## src/rtl/vga_scan_ctrl_pkg.sv

```systemverilog
// vga_scan_pkg
//
// Shared definitions for the raster scan controller: default 640x480@60
// timing constants, the derived line/frame totals, the coordinate widths
// and the scan phase enumeration used by both the horizontal and the
// vertical phase counters.
//
// Optional feature macro used elsewhere in this slice: SCAN_TILE_EN.

package vga_scan_pkg;

    // Coordinate and tile index widths.
    localparam int unsigned COORD_W = 16;
    localparam int unsigned TILE_W  = 13;

    // Default horizontal timing, in pixels.
    localparam int unsigned H_ACTIVE_DEF = 640;
    localparam int unsigned H_FP_DEF     = 16;
    localparam int unsigned H_SYNC_DEF   = 96;
    localparam int unsigned H_BP_DEF     = 48;

    // Default vertical timing, in lines.
    localparam int unsigned V_ACTIVE_DEF = 480;
    localparam int unsigned V_FP_DEF     = 10;
    localparam int unsigned V_SYNC_DEF   = 2;
    localparam int unsigned V_BP_DEF     = 33;

    localparam int unsigned H_TOTAL = H_ACTIVE_DEF + H_FP_DEF + H_SYNC_DEF + H_BP_DEF;
    localparam int unsigned V_TOTAL = V_ACTIVE_DEF + V_FP_DEF + V_SYNC_DEF + V_BP_DEF;

    // Phase of one scan axis: visible region, front porch, sync, back porch.
    typedef enum logic [1:0] {
        ACT = 2'd0,
        FP  = 2'd1,
        SYN = 2'd2,
        BP  = 2'd3
    } scan_phase_t;

endpackage

```

## src/rtl/vga_scan_ctrl_if.sv

```systemverilog
// vga_scan_ctrl_if
//
// Bundles the pixel enable and every scan output of vga_scan_ctrl.
//   pix_en      pixel advance enable (into the controller)
//   col, row    current scan position
//   hsync,vsync active-low sync levels
//   active      visible-region flag
//   line_tick   one-clock pulse when col wraps to 0
//   frame_tick  one-clock pulse when col and row both wrap to 0
//   tile_col, tile_row, tile_start   8x8 tile outputs (SCAN_TILE_EN only)
//
// Modports: master = the scan controller, slave = the environment that
// supplies pix_en and consumes the coordinates.
// Optional feature macro: SCAN_TILE_EN.

interface vga_scan_ctrl_if;
    import vga_scan_pkg::*;

    logic               pix_en;
    logic [COORD_W-1:0] col;
    logic [COORD_W-1:0] row;
    logic               hsync;
    logic               vsync;
    logic               active;
    logic               line_tick;
    logic               frame_tick;
`ifdef SCAN_TILE_EN
    logic [TILE_W-1:0]  tile_col;
    logic [TILE_W-1:0]  tile_row;
    logic               tile_start;
`endif

    modport master (
        input  pix_en,
        output col, row, hsync, vsync, active, line_tick, frame_tick
`ifdef SCAN_TILE_EN
        , output tile_col, tile_row, tile_start
`endif
    );

    modport slave (
        output pix_en,
        input  col, row, hsync, vsync, active, line_tick, frame_tick
`ifdef SCAN_TILE_EN
        , input tile_col, tile_row, tile_start
`endif
    );

endinterface

```

## src/rtl/vga_scan_ctrl_scan_phase_counter.sv

```systemverilog
// scan_phase_counter
//
// One scan axis: a position counter 0..TOTAL-1 plus a phase FSM
// (ACT -> FP -> SYN -> BP -> ACT). Both advance only when adv_i is high.
// All outputs describe the NEXT state so the parent can register them
// alongside the coordinate and keep every output aligned.
//   clk, rst        clock, asynchronous active-high reset
//   adv_i           advance one position this clock
//   cnt_nxt_o       position after this clock
//   active_nxt_o    next phase is ACT
//   sync_nxt_o      next phase is SYN (active-high here; parent inverts)
//   wrap_o          this clock advances from TOTAL-1 back to 0

module scan_phase_counter
    import vga_scan_pkg::*;
#(
    parameter int unsigned ACT_LEN  = H_ACTIVE_DEF,
    parameter int unsigned FP_LEN   = H_FP_DEF,
    parameter int unsigned SYNC_LEN = H_SYNC_DEF,
    parameter int unsigned BP_LEN   = H_BP_DEF
) (
    input  logic               clk,
    input  logic               rst,
    input  logic               adv_i,
    output logic [COORD_W-1:0] cnt_nxt_o,
    output logic               active_nxt_o,
    output logic               sync_nxt_o,
    output logic               wrap_o
);

    localparam int unsigned TOTAL = ACT_LEN + FP_LEN + SYNC_LEN + BP_LEN;

    // Last position of each phase; the phase changes on the advance that
    // leaves this position.
    localparam logic [COORD_W-1:0] ACT_END = COORD_W'(ACT_LEN - 1);
    localparam logic [COORD_W-1:0] FP_END  = COORD_W'(ACT_LEN + FP_LEN - 1);
    localparam logic [COORD_W-1:0] SYN_END = COORD_W'(ACT_LEN + FP_LEN + SYNC_LEN - 1);
    localparam logic [COORD_W-1:0] LAST    = COORD_W'(TOTAL - 1);

    logic [COORD_W-1:0] cnt_q, cnt_d;
    scan_phase_t        phase_q, phase_d;

    always_ff @(posedge clk or posedge rst) begin
        if (rst) begin
            cnt_q   <= '0;
            phase_q <= ACT;
        end else begin
            cnt_q   <= cnt_d;
            phase_q <= phase_d;
        end
    end

    // Next position and phase. Without adv_i everything holds, so the
    // next-state decodes equal the current ones and the parent's levels
    // stay frozen.
    always_comb begin
        cnt_d   = cnt_q;
        phase_d = phase_q;
        wrap_o  = adv_i && (cnt_q == LAST);

        if (adv_i) begin
            cnt_d = (cnt_q == LAST) ? '0 : cnt_q + 1'b1;
            unique case (phase_q)
                ACT: if (cnt_q == ACT_END) phase_d = FP;
                FP:  if (cnt_q == FP_END)  phase_d = SYN;
                SYN: if (cnt_q == SYN_END) phase_d = BP;
                BP:  if (cnt_q == LAST)    phase_d = ACT;
                default:                   phase_d = ACT;
            endcase
        end

        cnt_nxt_o    = cnt_d;
        active_nxt_o = (phase_d == ACT);
        sync_nxt_o   = (phase_d == SYN);
    end

endmodule

```

## src/rtl/vga_scan_ctrl.sv

```systemverilog
// vga_scan_ctrl
//
// Raster scan controller. Generates the registered col/row scan position
// plus hsync/vsync (active-low), active, line_tick and frame_tick, all
// taken from one flop bank loaded from next-state values so no output is
// skewed against the coordinates.
//   clk, rst   clock, asynchronous active-high reset
//   scan       vga_scan_ctrl_if.master: pix_en in; col, row, hsync, vsync,
//              active, line_tick, frame_tick out (and tile_col, tile_row,
//              tile_start when SCAN_TILE_EN is defined)
//
// Optional feature macro: SCAN_TILE_EN adds 8x8 tile indices and a
// tile_start flag, registered and aligned with col/row.

module vga_scan_ctrl
    import vga_scan_pkg::*;
#(
    parameter int unsigned H_ACTIVE = H_ACTIVE_DEF,
    parameter int unsigned H_FP     = H_FP_DEF,
    parameter int unsigned H_SYNC   = H_SYNC_DEF,
    parameter int unsigned H_BP     = H_BP_DEF,
    parameter int unsigned V_ACTIVE = V_ACTIVE_DEF,
    parameter int unsigned V_FP     = V_FP_DEF,
    parameter int unsigned V_SYNC   = V_SYNC_DEF,
    parameter int unsigned V_BP     = V_BP_DEF
) (
    input  logic            clk,
    input  logic            rst,
    vga_scan_ctrl_if.master scan
);

    logic [COORD_W-1:0] hCntNxt, vCntNxt;
    logic               hActNxt, vActNxt;
    logic               hSyncNxt, vSyncNxt;
    logic               hWrap, vWrap;

    // Horizontal axis steps on every pixel enable.
    scan_phase_counter #(
        .ACT_LEN  (H_ACTIVE),
        .FP_LEN   (H_FP),
        .SYNC_LEN (H_SYNC),
        .BP_LEN   (H_BP)
    ) hCounter (
        .clk          (clk),
        .rst          (rst),
        .adv_i        (scan.pix_en),
        .cnt_nxt_o    (hCntNxt),
        .active_nxt_o (hActNxt),
        .sync_nxt_o   (hSyncNxt),
        .wrap_o       (hWrap)
    );

    // Vertical axis steps only when a line wraps.
    scan_phase_counter #(
        .ACT_LEN  (V_ACTIVE),
        .FP_LEN   (V_FP),
        .SYNC_LEN (V_SYNC),
        .BP_LEN   (V_BP)
    ) vCounter (
        .clk          (clk),
        .rst          (rst),
        .adv_i        (hWrap),
        .cnt_nxt_o    (vCntNxt),
        .active_nxt_o (vActNxt),
        .sync_nxt_o   (vSyncNxt),
        .wrap_o       (vWrap)
    );

    logic [COORD_W-1:0] col_q, col_d, row_q, row_d;
    logic               hsync_q, hsync_d, vsync_q, vsync_d;
    logic               active_q, active_d;
    logic               line_tick_q, line_tick_d, frame_tick_q, frame_tick_d;

    // Output next-state. A wrap only happens on an enabled clock, so the
    // ticks are automatically 0 while pix_en is low. vWrap already implies
    // hWrap; it is only true when the row wraps on a line wrap.
    always_comb begin
        col_d        = hCntNxt;
        row_d        = vCntNxt;
        hsync_d      = ~hSyncNxt;
        vsync_d      = ~vSyncNxt;
        active_d     = hActNxt & vActNxt;
        line_tick_d  = hWrap;
        frame_tick_d = hWrap & vWrap;
    end

    always_ff @(posedge clk or posedge rst) begin
        if (rst) begin
            col_q        <= '0;
            row_q        <= '0;
            hsync_q      <= 1'b1;
            vsync_q      <= 1'b1;
            active_q     <= 1'b1;
            line_tick_q  <= 1'b0;
            frame_tick_q <= 1'b0;
        end else begin
            col_q        <= col_d;
            row_q        <= row_d;
            hsync_q      <= hsync_d;
            vsync_q      <= vsync_d;
            active_q     <= active_d;
            line_tick_q  <= line_tick_d;
            frame_tick_q <= frame_tick_d;
        end
    end

    assign scan.col        = col_q;
    assign scan.row        = row_q;
    assign scan.hsync      = hsync_q;
    assign scan.vsync      = vsync_q;
    assign scan.active     = active_q;
    assign scan.line_tick  = line_tick_q;
    assign scan.frame_tick = frame_tick_q;

`ifdef SCAN_TILE_EN
    logic [TILE_W-1:0] tile_col_q, tile_col_d, tile_row_q, tile_row_d;
    logic              tile_start_q, tile_start_d;

    // Tile outputs come from the same next-state values as col/row, so a
    // tile boundary is flagged in the very cycle its first pixel is shown.
    always_comb begin
        tile_col_d   = col_d[COORD_W-1:3];
        tile_row_d   = row_d[COORD_W-1:3];
        tile_start_d = active_d & (col_d[2:0] == 3'd0);
    end

    always_ff @(posedge clk or posedge rst) begin
        if (rst) begin
            tile_col_q   <= '0;
            tile_row_q   <= '0;
            tile_start_q <= 1'b1;
        end else begin
            tile_col_q   <= tile_col_d;
            tile_row_q   <= tile_row_d;
            tile_start_q <= tile_start_d;
        end
    end

    assign scan.tile_col   = tile_col_q;
    assign scan.tile_row   = tile_row_q;
    assign scan.tile_start = tile_start_q;
`endif

endmodule

```

## src/flat_wrapper.sv

```systemverilog
// flat-port wrapper written by rule: the top's interface ports become plain ports
module vga_scan_ctrl_flat import vga_scan_pkg::*;
#(
    parameter int unsigned H_ACTIVE = H_ACTIVE_DEF,
    parameter int unsigned H_FP     = H_FP_DEF,
    parameter int unsigned H_SYNC   = H_SYNC_DEF,
    parameter int unsigned H_BP     = H_BP_DEF,
    parameter int unsigned V_ACTIVE = V_ACTIVE_DEF,
    parameter int unsigned V_FP     = V_FP_DEF,
    parameter int unsigned V_SYNC   = V_SYNC_DEF,
    parameter int unsigned V_BP     = V_BP_DEF
)
  (clk, rst, scan_pix_en, scan_col, scan_row, scan_hsync, scan_vsync, scan_active, scan_line_tick, scan_frame_tick);
  vga_scan_ctrl_if scan_i ();
  input  logic clk;
  input  logic rst;
  input wire logic [$bits(scan_i.pix_en)-1:0] scan_pix_en;
  output wire logic [$bits(scan_i.col)-1:0] scan_col;
  output wire logic [$bits(scan_i.row)-1:0] scan_row;
  output wire logic [$bits(scan_i.hsync)-1:0] scan_hsync;
  output wire logic [$bits(scan_i.vsync)-1:0] scan_vsync;
  output wire logic [$bits(scan_i.active)-1:0] scan_active;
  output wire logic [$bits(scan_i.line_tick)-1:0] scan_line_tick;
  output wire logic [$bits(scan_i.frame_tick)-1:0] scan_frame_tick;
  assign scan_i.pix_en = scan_pix_en;
  assign scan_col = scan_i.col;
  assign scan_row = scan_i.row;
  assign scan_hsync = scan_i.hsync;
  assign scan_vsync = scan_i.vsync;
  assign scan_active = scan_i.active;
  assign scan_line_tick = scan_i.line_tick;
  assign scan_frame_tick = scan_i.frame_tick;
  vga_scan_ctrl #(.H_ACTIVE(H_ACTIVE), .H_FP(H_FP), .H_SYNC(H_SYNC), .H_BP(H_BP), .V_ACTIVE(V_ACTIVE), .V_FP(V_FP), .V_SYNC(V_SYNC), .V_BP(V_BP)) u_core (.clk(clk), .rst(rst), .scan(scan_i));
endmodule
```

## config.mk

```make
export PLATFORM = sky130hd
export DESIGN_NAME = vga_scan_ctrl_flat
export DESIGN_NICKNAME = d
export VERILOG_FILES = /design/src/rtl/vga_scan_ctrl_pkg.sv /design/src/rtl/vga_scan_ctrl_if.sv /design/src/rtl/vga_scan_ctrl_scan_phase_counter.sv /design/src/rtl/vga_scan_ctrl.sv /design/src/flat_wrapper.sv
export SDC_FILE = /design/constraint.sdc
export NUM_CORES = 1
export LEC_CHECK = 0
export CORE_MARGIN = 3
export CORE_UTILIZATION = 45
export DETAILED_ROUTE_END_ITERATION = 10
export PLACE_DENSITY = 0.67
export SYNTH_ARGS = -nofsm -noshare
export SYNTH_HDL_FRONTEND = slang
export SYNTH_SLANG_ARGS = --single-unit
```

## constraint.sdc

```tcl
create_clock -name clk -period 3.4 [get_ports clk]
set_input_delay 0.85 -clock clk [delete_from_list [all_inputs] [get_ports clk]]
set_output_delay 0.85 -clock clk [all_outputs]
set_load 0.005 [all_outputs]
```

==> metrics.txt <==
remaining antenna violation count 0; total of buffers placed on input and output ports 39; worst-case clock skew between 9 and 10 ps; overflow left after global routing 0; via count of the first global-routing pass between 1000 and 1500; Iteration-0 DRC Markers 95; first-pass GRT wire length 7.20 mm; cell area after synthesis roughly 2100 um2; setup repair after global routing missed its margin false; die width between 70 and 80 um; total iterations of the first detailed-routing run 4; Total Routed Length roughly 4.4 mm; final worst path period need 2520 ps; Final Cycle Share roughly three quarters; number of gates resized after cts 0; number of unique standard cell types used by synthesis 47; placed cell areas approximately 2500 um2; vias per std cell 5.46; Largest stage delay, worst path 640 ps; core region area around 4400 um2; TritonCTS clock tree done; layout cell share with drive strength beyond 1 11.5%; endpoint required time on the critical path 3600 ps; maximum ir drop on the vdd rail about 190 uV; count of buffers added by post-CTS timing repair for setup 0; clock insertion delay at the later pin of the skew report just under 300 ps; number of antenna violations at the first check in global routing 0; nature of the critical path endpoint flip-flop; category of the most critical setup path in -> reg; flip-flop and latch count after synthesis between 40 and 50; reported max-cap violation count 0; number of sinks handled by clock tree synthesis 41; Power Density between 400 and 500 nW/um2; Initial Util between 40% and 50%; list of cells traversed by the critical path clkdlybuf4s50_1 > and4_1 > nand3_1 > o21ai_0 > a22oi_1 > nand2_1 > nor4_2; average cell area after synthesis 10.5 um2; prevailing post-synth register cell sky130_fd_sc_hd__dfrtp_1; clk slew on worst S/H paths approximately 70 ps; die height approximately 74 um; number of buffers added by the clock tree synthesis step 5; class of the most critical hold timing path reg -> reg; maximum root-to-sink buffer count 2; vias after detailed routing about 1600; P&R area growth vs syn 24.7%; Synth Warn # 0; Max Clock Freq about 400 MHz; number of enable-type register cells in the synthesized netlist 0; total global-route track usage 17.1%; slew at the pin with the worst max-slew slack 655 ps; number of buffers added to fix hold violations after cts 0; post-detailed-placement half-perimeter wirelength 3.18 mm; Routed wire per std cell ~15 um; top library cells by usage in the layout, fill and taps aside sky130_fd_sc_hd__clkdlybuf4s50_1 (39), sky130_fd_sc_hd__dfrtp_1 (38), sky130_fd_sc_hd__nand3_1 (16), sky130_fd_sc_hd__nor2_1 (16); placer's final routability congestion estimate 0.792; final-report hold violation count 0; setup violation total in the final timing report 0; placed insts 288; number of placement rows 24; post-route cell area about 2600 um2; Critical-path top delay cell sky130_fd_sc_hd__clkdlybuf4s50_1; critical path fanouts, max 13; CTS H-Tree Depth 2; final-layout setup total negative slack 0 ps; overall die area 5520 um2; Post-Synthesis Cells about 200; total nets after synthesis around 210; root buffer selected by CTS sky130_fd_sc_hd__clkbuf_8; fraction of the yosys area taken by sequential cells 49.1%; diodes inserted 0; share of flip-flops with an asynchronous set or reset after synthesis 100%; most common library cell in the layout ignoring fill and taps sky130_fd_sc_hd__clkdlybuf4s50_1; pin count of the biggest net entering global routing 42; Arr. time, crit path between 2000 and 3000 ps; Lkg Pwr approximately 0.0011 uW; count of nets after finishing 250; ports placed on the boundary 40; total power of the final layout ~1100 uW; relative max-transition margin a little under three fifths; Max Slew Vio Count 0; final std cells w/o fill between 200 and 300; critical path launch point type input pin; number of design rule violations left after detail routing 0; result of the run complete, no violations
cells in the mapped netlist, types with 2 or more instances:
cell	n	area, um2
sky130_fd_sc_hd__a21oi_1	3	15.0
sky130_fd_sc_hd__and3_1	5	31.3
sky130_fd_sc_hd__buf_6	2	22.5
sky130_fd_sc_hd__dfrtp_1	38	951
sky130_fd_sc_hd__dfstp_2	3	78.8
sky130_fd_sc_hd__ha_1	4	50.1
sky130_fd_sc_hd__inv_1	11	41.3
sky130_fd_sc_hd__nand2_1	15	56.3
sky130_fd_sc_hd__nand3_1	16	80.1
sky130_fd_sc_hd__nand3_2	2	20.0
sky130_fd_sc_hd__nand4_1	5	31.3
sky130_fd_sc_hd__nand4b_1	2	17.5
sky130_fd_sc_hd__nor2_1	16	60.1
sky130_fd_sc_hd__nor3_1	5	25.0
sky130_fd_sc_hd__nor3b_1	3	22.5
sky130_fd_sc_hd__nor4_2	2	25.0
sky130_fd_sc_hd__nor4b_1	2	17.5
sky130_fd_sc_hd__o21ai_0	11	55.1
sky130_fd_sc_hd__o22ai_1	2	12.5
sky130_fd_sc_hd__o31ai_1	2	15.0
sky130_fd_sc_hd__or4_4	3	33.8
sky130_fd_sc_hd__xnor2_1	15	131
sky130_fd_sc_hd__xor2_1	8	70.1
critical path, delay by kind of cell:
kind                   cells  cell delay [ps]
and+or+nand+nor            4              900
buffers and inverters      1              640
AOI/OAI and AO/OA          2              330
where the power goes:
group          switching [uW]  internal (uW)
clock                     160            144
combinational            70.1            114
sequential               68.7            527
total                     299            785
kinds of logic after synthesis:
logic type,share of synthesized area (%)
AO/OA/AOI/OAI,6.68
XOR/XNOR,9.60
adder cells (fa/ha/maj),2.39
buffers and inverters,3.22
flip-flops,49.1
multiplexers,0.537
AND/OR/NAND/NOR,28.5
worst paths after layout:
kind                                            startpoint                               to  slack (ps)  depth (start not counted)
hold reg to reg            u_core.scan.row[15]$_DFFE_PP0N_  u_core.scan.row[15]$_DFFE_PP0N_         500                          1
setup reg to reg           u_core.scan.col[12]$_DFFE_PP0P_      u_core.scan.vsync$_DFF_PP1_         990                          7
max in group asynchronous                              rst     u_core.scan.active$_DFF_PP1_        2040                          3
setup / recovery                               scan_pix_en     u_core.scan.active$_DFF_PP1_         880                          7
min in group asynchronous                              rst  u_core.scan.col[14]$_DFFE_PP0P_         980                          3
hold / removal             u_core.scan.row[15]$_DFFE_PP0N_  u_core.scan.row[15]$_DFFE_PP0N_         500                          1
flip-flops by register name, summed over array words and instances, names as in the netlist:
name / flops
u_core.scan.col: 16
u_core.scan.row: 16
u_core.hCounter.phase_q: 2
u_core.vCounter.phase_q: 2
u_core.scan.active: 1
u_core.scan.frame_tick: 1
u_core.scan.hsync: 1
u_core.scan.line_tick: 1
u_core.scan.vsync: 1
through the flow:
stage	setup slack (ps)	util, %	hold slack (ps)
after floorplan	1330	-	486
after global placement	626	57.4	497
after detailed placement	605	57.4	489
after CTS	900	59.3	504
after global routing	716	59.3	516
final	883	59.3	497
area by class of cell:
class	count	area, um2
fillers	403	1800
flip-flops and latches	41	1030
multi-input cells	144	1000
repair buffers	40	398
clock buffers	7	76.3
well taps	52	65.1
inverters	11	41.3
clock inverters	1	5.00
per-layer routing:
metal,vias up,track usage [%],share of wire [%]
met1,784,25.2,49
met3,4,4.73,4.0
li1,797,-,-
met5,-,0,0
met2,30,24.1,46
met4,0,5.93,1.0
No activity file was read; power rests on OpenSTA's default activity.
